## src/rtl/char_ctl.sv

```systemverilog
// Frame-rate character motion: buttons -> sprite centre, facing bit and
// jump/fall arc, clamped to the screen edges and the ground line.
module char_ctl #(
    parameter int HOR_PIXELS = 1024,
    parameter int VER_PIXELS = 768,
    parameter int X_SPEED    = 4,
    parameter int JUMP_VEL   = 14,
    parameter int GRAVITY    = 1,
    parameter int MAX_FALL   = 12,
    parameter int GROUND_Y   = VER_PIXELS - 20,
    parameter int INIT_HGT   = 26
) (
    input  logic        clk,
    input  logic        rst,
    input  logic        frame_tick,
    input  logic        btn_left,
    input  logic        btn_right,
    input  logic        btn_jump,
    input  logic [11:0] char_hgt,
    input  logic [11:0] char_lng,
    output logic [11:0] pos_x,
    output logic [11:0] pos_y,
    output logic        flip_h,
    output logic        on_ground
);

    typedef enum logic [1:0] {GROUND, RISE, FALL} state_t;

    localparam logic signed [7:0] G_S    = 8'(GRAVITY);
    localparam logic signed [7:0] MAXF_S = 8'(MAX_FALL);

    state_t             state;
    logic signed [7:0]  vel_y;
    logic               jump_req, jump_d;
    logic               jump_edge, jump_now;
    logic [11:0]        gy, x_left, x_right, x_max;
    logic signed [7:0]  vel_rise, vel_fall;
    logic [12:0]        y_fall_sum;
    logic               ceiling_hit;

    // All edge comparisons are done one bit wider so nothing wraps.
    always_comb begin
        jump_edge   = btn_jump & ~jump_d;
        jump_now    = jump_req | jump_edge;
        gy          = 12'(GROUND_Y) - char_hgt;
        x_left      = ({1'b0, pos_x} >= {1'b0, char_lng} + 13'(X_SPEED))
                      ? pos_x - 12'(X_SPEED) : char_lng;
        x_max       = 12'(HOR_PIXELS - 1) - char_lng;
        x_right     = ({1'b0, pos_x} + 13'(X_SPEED) <= {1'b0, x_max})
                      ? pos_x + 12'(X_SPEED) : x_max;
        vel_rise    = vel_y - G_S;
        vel_fall    = (vel_y >= MAXF_S - G_S) ? MAXF_S : vel_y + G_S;
        y_fall_sum  = {1'b0, pos_y} + {5'b0, vel_fall};
        ceiling_hit = {1'b0, pos_y} < ({1'b0, char_hgt} + {6'b0, vel_y[6:0]});
    end

    always_ff @(posedge clk) begin
        if (!rst) begin
            pos_x     <= 12'(HOR_PIXELS / 2);
            pos_y     <= 12'(GROUND_Y - INIT_HGT);
            flip_h    <= 1'b0;
            state     <= GROUND;
            on_ground <= 1'b1;
            vel_y     <= '0;
            jump_req  <= 1'b0;
            jump_d    <= 1'b0;
        end else begin
            jump_d <= btn_jump;
            if (frame_tick) begin
                jump_req <= 1'b0;
                if (btn_left && !btn_right) begin
                    flip_h <= 1'b1;
                    pos_x  <= x_left;
                end else if (btn_right && !btn_left) begin
                    flip_h <= 1'b0;
                    pos_x  <= x_right;
                end
                case (state)
                    GROUND: begin
                        if (jump_now) begin
                            vel_y     <= 8'(JUMP_VEL - GRAVITY);
                            pos_y     <= pos_y - 12'(JUMP_VEL);
                            state     <= RISE;
                            on_ground <= 1'b0;
                        end else begin
                            pos_y <= gy;
                        end
                    end
                    RISE: begin
                        if (ceiling_hit) begin
                            pos_y <= char_hgt;
                            vel_y <= '0;
                            state <= FALL;
                        end else begin
                            pos_y <= pos_y - {5'b0, vel_y[6:0]};
                            if (vel_rise <= 0) begin
                                vel_y <= '0;
                                state <= FALL;
                            end else begin
                                vel_y <= vel_rise;
                            end
                        end
                    end
                    FALL: begin
                        if (y_fall_sum >= {1'b0, gy}) begin
                            pos_y     <= gy;
                            vel_y     <= '0;
                            state     <= GROUND;
                            on_ground <= 1'b1;
                        end else begin
                            pos_y <= pos_y + {4'b0, vel_fall};
                            vel_y <= vel_fall;
                        end
                    end
                    default: begin
                        state     <= GROUND;
                        on_ground <= 1'b1;
                        vel_y     <= '0;
                    end
                endcase
            end else if (jump_edge) begin
                jump_req <= 1'b1;
            end
        end
    end

endmodule
```

## config.mk

```make
export PLATFORM = sky130hd
export DESIGN_NAME = char_ctl
export DESIGN_NICKNAME = d
export VERILOG_FILES = /design/src/rtl/char_ctl.sv
export SDC_FILE = /design/constraint.sdc
export NUM_CORES = 1
export LEC_CHECK = 0
export CAP_MARGIN = 20
export CORE_ASPECT_RATIO = 0.8
export CORE_MARGIN = 1
export CORE_UTILIZATION = 35
export DETAILED_ROUTE_END_ITERATION = 10
export GPL_ROUTABILITY_DRIVEN = 0
export HOLD_SLACK_MARGIN = 0.15
export PLACE_DENSITY = 0.56
export SETUP_SLACK_MARGIN = 0.1
export SKIP_LAST_GASP = 1
export SYNTH_ARGS = -nofsm -noshare
export SYNTH_HDL_FRONTEND = slang
export SYNTH_SLANG_ARGS = --single-unit
```

## constraint.sdc

```tcl
create_clock -name clk -period 5.1 [get_ports clk]
set_input_delay 1.02 -clock clk [delete_from_list [all_inputs] [get_ports clk]]
set_output_delay 1.02 -clock clk [all_outputs]
set_load 0.005 [all_outputs]
```

==> results of run 1 <==
placed cells by master, fill, tap and decap left out, types with 7 or more instances in the layout:
| cell type | n |
|---|---|
| o21ai_0 | 31 |
| o21a_1 | 11 |
| nand2_1 | 54 |
| nand2b_1 | 8 |
| xor2_1 | 25 |
| nor3_1 | 27 |
| mux2i_1 | 22 |
| a21oi_1 | 50 |
| a21o_1 | 12 |
| a31oi_1 | 14 |
| dfxtp_1 | 38 |
| inv_1 | 53 |
| o21ai_1 | 8 |
| ha_1 | 85 |
| nand3_1 | 28 |
| nor4_1 | 7 |
| nand4_1 | 7 |
| a211oi_1 | 10 |
| buf_4 | 38 |
| mux2_1 | 7 |
| nor2_1 | 64 |
| o211ai_1 | 8 |
| xnor2_1 | 48 |
| clkdlybuf4s50_1 | 55 |
Yosys cell counts (5+ instances only):
library cell   n  area [sq um]
a21oi_1       50           250
a22oi_1        6          45.0
o21ai_0       33           165
a211oi_1      10          75.1
dfxtp_1       38           761
nor4_1         7          43.8
xor2_1        25           219
buf_2          5          25.0
mux2_1         7          78.8
o22ai_1        5          31.3
a221oi_1       5          43.8
and2_1         7          43.8
o2111ai_1      5          43.8
nand4_1        7          43.8
a31oi_1       14          87.6
nand2_1       54           203
o21a_1        11          82.6
o221a_2        5          56.3
mux2i_1       22           220
o21ai_1        6          30.0
nand3_1       28           140
o211ai_1       8          60.1
nor2_1        64           240
inv_1         53           199
xnor2_1       48           420
nor3_1        29           145
clkbuf_1      27           101
ha_1          85          1060
nand2b_1       8          50.1
nor2b_1        6          37.5
a21o_1        12          90.1
metal layers:
metal	up-vias	GRT usage
li1	2948	-
met1	2647	0.347
met2	198	0.286
met5	-	0
met3	15	0.0349
met4	0	0.0352
tightest hold or removal path, cell delays in order, from the launching register on:
cell,delay (ns)
dfxtp_1,0.32
nand2_1,0.05
a21oi_1,0.05
final timing paths:
| kind | start | slack, ns | endpoint |
|---|---|---|---|
| max | char_hgt[0] | 0.37 | pos_y[2] |
| min | flip_h | 0.47 | flip_h |
| max reg2reg | vel_y[6] | 0.39 | pos_y[6] |
| min reg2reg | flip_h | 0.47 | flip_h |
through the flow:
stage,worst slack [ns],power (mW)
after floorplan,0.641,1.25
after global placement,0.211,1.62
after detailed placement,0.0988,1.62
after CTS,0.372,2.05
after global routing,0.111,2.24
final,0.375,2.07
kinds of logic after synthesis:
logic type	after synthesis	share of synthesized area
flip-flops	38	0.130
multiplexers	34	0.0612
buffers and inverters	89	0.0612
AO/OA/AOI/OAI	213	0.254
adder cells (fa/ha/maj)	88	0.192
AND/OR/NAND/NOR	231	0.193
XOR/XNOR	73	0.109
where the power goes:
part | internal [mW] | switching (mW) | total [mW]
Clock | 0.281 | 0.140 | 0.422
Sequential | 0.335 | 0.0703 | 0.405
Combinational | 0.565 | 0.678 | 1.24
Total | 1.18 | 0.889 | 2.07
state kept, by name (all words and copies together) (netlist names):
signal / flops
flip_h: 1
jump_d: 1
jump_req: 1
on_ground: 1
pos_x: 12
pos_y: 12
state: 2
vel_y: 8
layout make-up:
cell class	instances	area [sq um]	area share
inverters	53	199	0.0282
repair buffers	94	856	0.122
flip-flops and latches	38	761	0.108
well taps	215	269	0.0382
multi-input cells	639	4760	0.676
clock inverters	3	68.8	0.00977
clock buffers	5	125	0.0178
timing repair:
action,CTS,global route
buffers inserted,0,2
endpoints found under the setup margin,0,16
resized for setup,0,6
==> out/results.ini, run 1 <==
[routing]
drc=0
top_layer=met4
dr_wl_met3_um=1280
drt_iter0_drc=392
firstDrtPassIters=5
wl_met1_um=9790
via_count=5808
wl_um=18000
drtAntennaViolNets=0
wl_met2_um=6790
vias_per_cell=5.55
wl_per_cell_um=17.2

[worst_setup_path]
cp_slowest_cell=fa_1
critPathKind=in -> reg
critical_path_depth=18
worstRegToRegCells=16
crit_path_start_kind=input port
crit_required_ns=5.28
critPathMaxStageDelay_ns=0.43
path_cells=clkdlybuf4s50_1 > ha_1 > fa_1 > a211o_1 > o211ai_1 > a21oi_1 > nand4_1 > xor2_1 > ha_1 > a21o_1 > a21oi_1 > o21a_1 > o41ai_2 > and2_4 > buf_4 > mux2_1 > a221oi_1 > nor2_1
crit_arrival_ns=4.90
cpLargestDelayFamily=compound AO/OA/AOI/OAI gates
cp_max_fo=5
cp-end-kind=register
path_buf_inv=2

[sta]
period_share=0.927
finClkSkew_ns=0.00629
finalSetupViolations=0
grt_setup_unrepaired=false
worst_slew_pin_slew_ns=0.735
hold_ws_ns=0.469
max_freq_mhz=212
slew_headroom=0.498
hold_viol=0
fin_crit_ns=4.73
drv_slew=0
setup_tns_ns=0

[floorplan]
io_pins=56
start_util=0.365
fp.dieH_um=118
fp-row-count=41
fp.dieW_um=147
core_sq_mm=0.0161
design.die.area_sq_mm=0.0173

[layout]
area_delta_synth_final_pct=20.1
n_antenna_cell=0
utilization=0.439
fill_cells=1630
final_area_sq_mm=0.00704
fin_cells=1047
drive_above_1_share=0.0913
fin_nets=949

[synth]
async_flop_share=0
synth-main-ff-cell=dfxtp_1
ys_seq_area_frac=0.130
syn_area_per_cell_sq_um=7.65
syn_nets=884
netlist_instances=766
ys_types=83
ys_ff_latch=38
synth-edff-count=0
syn_area_sq_mm=0.00586
ys_warn_count=0

[hold_path]
hp-class=reg -> reg
hold_depth=2

[place]
portBuffers=55
dp_hpwl_um=14500
placed_area_sq_mm=0.00681
place_inst=1037

[power_and_ir_drop]
peakVddDrop_uv=150
power_density_mw_per_mm2=294
leakage_nw=2.97

[clocking]
cts_buffers=5
cts_tree=done
cts_buffer_depth=2
cts_max_level=2
cts-root-buf=clkbuf_16
clk_pin_slew_ns=0.06
clk_latency_ns=0.29
clock-sinks=38
hold_buffers=0

[grt]
grt_pass1_wl_um=29800
grt_start_max_net_pins=25
gr-total-overflow=0
antenna_found_initial=0
first_global_vias=5417
grt_usage=0.214

[flow_run]
cap_violations=0

[run_status]
status=finished clean

Power figures use the tool's default switching activity.
==> run 2, diff against run 1 <==
--- a/config.mk
+++ b/config.mk
@@ -11,7 +11,6 @@
 export CORE_UTILIZATION = 35
 export DETAILED_ROUTE_END_ITERATION = 10
 export GPL_ROUTABILITY_DRIVEN = 0
-export HOLD_SLACK_MARGIN = 0.15
 export PLACE_DENSITY = 0.56
 export SETUP_SLACK_MARGIN = 0.1
 export SKIP_LAST_GASP = 1
==> results of run 2 <==
Same layout as run 1: the final DEF is identical, and so are final timing and power.
==> run 3, diff against run 2 <==
--- a/config.mk
+++ b/config.mk
@@ -7,11 +7,11 @@
 export LEC_CHECK = 0
 export CAP_MARGIN = 20
 export CORE_ASPECT_RATIO = 0.8
-export CORE_MARGIN = 1
+export CORE_MARGIN = 2
 export CORE_UTILIZATION = 35
 export DETAILED_ROUTE_END_ITERATION = 10
 export GPL_ROUTABILITY_DRIVEN = 0
-export PLACE_DENSITY = 0.56
+export PLACE_DENSITY = 0.52
 export SETUP_SLACK_MARGIN = 0.1
 export SKIP_LAST_GASP = 1
 export SYNTH_ARGS = -nofsm -noshare
==> constraint.sdc (replaced) <==
create_clock -name clk -period 5.1 [get_ports clk]
set_input_delay 1.53 -clock clk [delete_from_list [all_inputs] [get_ports clk]]
set_output_delay 1.53 -clock clk [all_outputs]
set_load 0.005 [all_outputs]
==> run 3 against run 2 <==
Net effect: worst setup slack got worse by 0.17 ns; register-to-register slack gained 0.03 ns; largest cell class unchanged; global-route usage grew 0.80 points; cell count increased by 3.6%; via count grew 5.7%; clock power hardly changed; die area is 3.1% higher; worst hold slack got worse by 0.0037 ns; sequential share of layout area is 0.56 points lower.
==> out/results.ini, run 3 (synthesis results as in run 1) <==
[grt]
grt_pass1_wl_um=31600
grt_start_max_net_pins=27
first_global_vias=6057
grt_usage=0.222
gr-total-overflow=0
antenna_found_initial=0

[layout]
area_delta_synth_final_pct=26.9
fin_nets=982
reg.largest.list=pos_x: 12 flops, pos_y: 12 flops, vel_y: 8 flops
final_cell_mix=83 x ha_1, 70 x buf_4, 63 x nor2_1
utilization=0.452
n_antenna_cell=0
drive_above_1_share=0.150
final_common_cell=ha_1

[place]
dp_hpwl_um=15600
portBuffers=55
pre_cts_slack_ns=-0.424

[power_and_ir_drop]
power_density_mw_per_mm2=294
peakVddDrop_uv=215
leakage_nw=3.21

[sta]
finClkSkew_ns=0.00865
finalSetupViolations=0
hold_ws_ns=0.465
slew_headroom=0.428
worst_slew_pin_slew_ns=0.847
grt_setup_unrepaired=false
setup_ws_ns=0.206
max_freq_mhz=204
period_share=0.960
fin_crit_ns=4.89
hold_viol=0
drv_slew=0
setup_tns_ns=0

[clocking]
cts_max_level=2
hold_buffers=0
clock-sinks=38
cts-root-buf=clkbuf_16
clk_pin_slew_ns=0.07
cts_tree=done
clk_latency_ns=0.30
cts_buffer_depth=2
cts_buffers=5

[worst_setup_path]
cp_slowest_cell=fa_2
critPathKind=in -> reg
critPathMaxStageDelay_ns=0.41
cp_max_fo=4
path_cells=dlymetal6s2s_1 > ha_2 > fa_2 > a211o_1 > o211ai_1 > a21oi_2 > nand4_1 > xor2_1 > ha_1 > a21o_1 > a21oi_2 > o21a_1 > o41ai_4 > buf_4 > nor4bb_4 > buf_4 > a211oi_4 > nand3_1 > o31ai_1
cpLargestDelayFamily=compound AO/OA/AOI/OAI gates
crit_arrival_ns=5.10
path_buf_inv=3
crit_path_start_kind=input port
crit_required_ns=5.31
cp-end-kind=register

[floorplan]
fp-row-count=42
start_util=0.356
fp.dieW_um=149
design.die.area_sq_mm=0.0178
fp.dieH_um=120
core_sq_mm=0.0164
io_pins=56

[routing]
wl_um=19600
via_count=6138
vias_per_cell=5.66
firstDrtPassIters=5
drtAntennaViolNets=0
drc=0
wl_per_cell_um=18.1
drt_iter0_drc=422

[run_status]
status=finished clean

[hold_path]
hp-class=reg -> reg

[flow_run]
cap_violations=0

run 3: cell count changes in the layout (fill, tap and decap cells not counted), moves of 3 or more:
cell,change
buf_4,+32
a21oi_1,-6
a21oi_2,+6
clkdlybuf4s50_1,-3
dlymetal6s2s_1,+3
run 3: where the power goes:
group / leakage, nW / switching, mW / internal, mW / total, mW
clock: 0.0940 / 0.139 / 0.281 / 0.420
combinational: 2.80 / 0.723 / 0.623 / 1.35
sequential: 0.313 / 0.0903 / 0.335 / 0.425
total: 3.21 / 0.952 / 1.24 / 2.19
run 3: through the flow:
step	std cells	total power [mW]	area, sq um
final	1085	2.19	7440
after CTS	1083	2.14	7310
after detailed placement	1071	1.68	7040
after floorplan	766	1.25	5860
after global routing	1085	2.36	7440
after global placement	1071	1.64	7040
run 3: worst paths after layout:
check	to	startpoint	cells after the start	slack, ns
setup / recovery	state[0]	char_hgt[0]	19	0.21
hold / removal	flip_h	flip_h	2	0.46
setup reg to reg	pos_y[6]	vel_y[2]	19	0.42
hold reg to reg	flip_h	flip_h	2	0.46
run 3: final cells by class:
type | instances | area [sq um]
Clock buffer | 5 | 125
Clock inverter | 3 | 68.8
Fill cell | 1634 | 9010
Inverter | 53 | 199
Multi-Input combinational cell | 639 | 4890
Sequential cell | 38 | 762
Tap cell | 220 | 275
Timing Repair Buffer | 127 | 1120
run 3: metal layers:
| metal | part of all wire | vias to the layer above | global-route usage |
|---|---|---|---|
| li1 | - | 3005 | - |
| met1 | 0.51 | 2912 | 0.335 |
| met2 | 0.42 | 188 | 0.336 |
| met3 | 0.055 | 33 | 0.0289 |
| met4 | 0.014 | 0 | 0.0464 |
| met5 | 0 | - | 0 |
run 3: worst register-to-register path, cell delays in order, from the launching register on:
cell and delay [ns]:
dfxtp_2 0.40, inv_1 0.15, nor3_4 0.25, nand2_1 0.09
o41a_1 0.41, ha_1 0.37, a21oi_1 0.32, o21a_1 0.22
a31oi_4 0.06, nand3_1 0.14, xor2_1 0.21, inv_1 0.08
ha_1 0.31, a21o_1 0.19, a221o_2 0.38, nor2_4 0.14
buf_12 0.14, mux2_1 0.34, a221oi_1 0.27, o21ai_1 0.08
run 3: what timing repair did:
| item | 4_1_cts | 5_1_grt |
|---|---|---|
| resized for setup | 10 | 28 |
| pin swaps | 3 | 15 |
| buffers inserted | 4 | 2 |
| setup endpoints to repair | 23 | 33 |
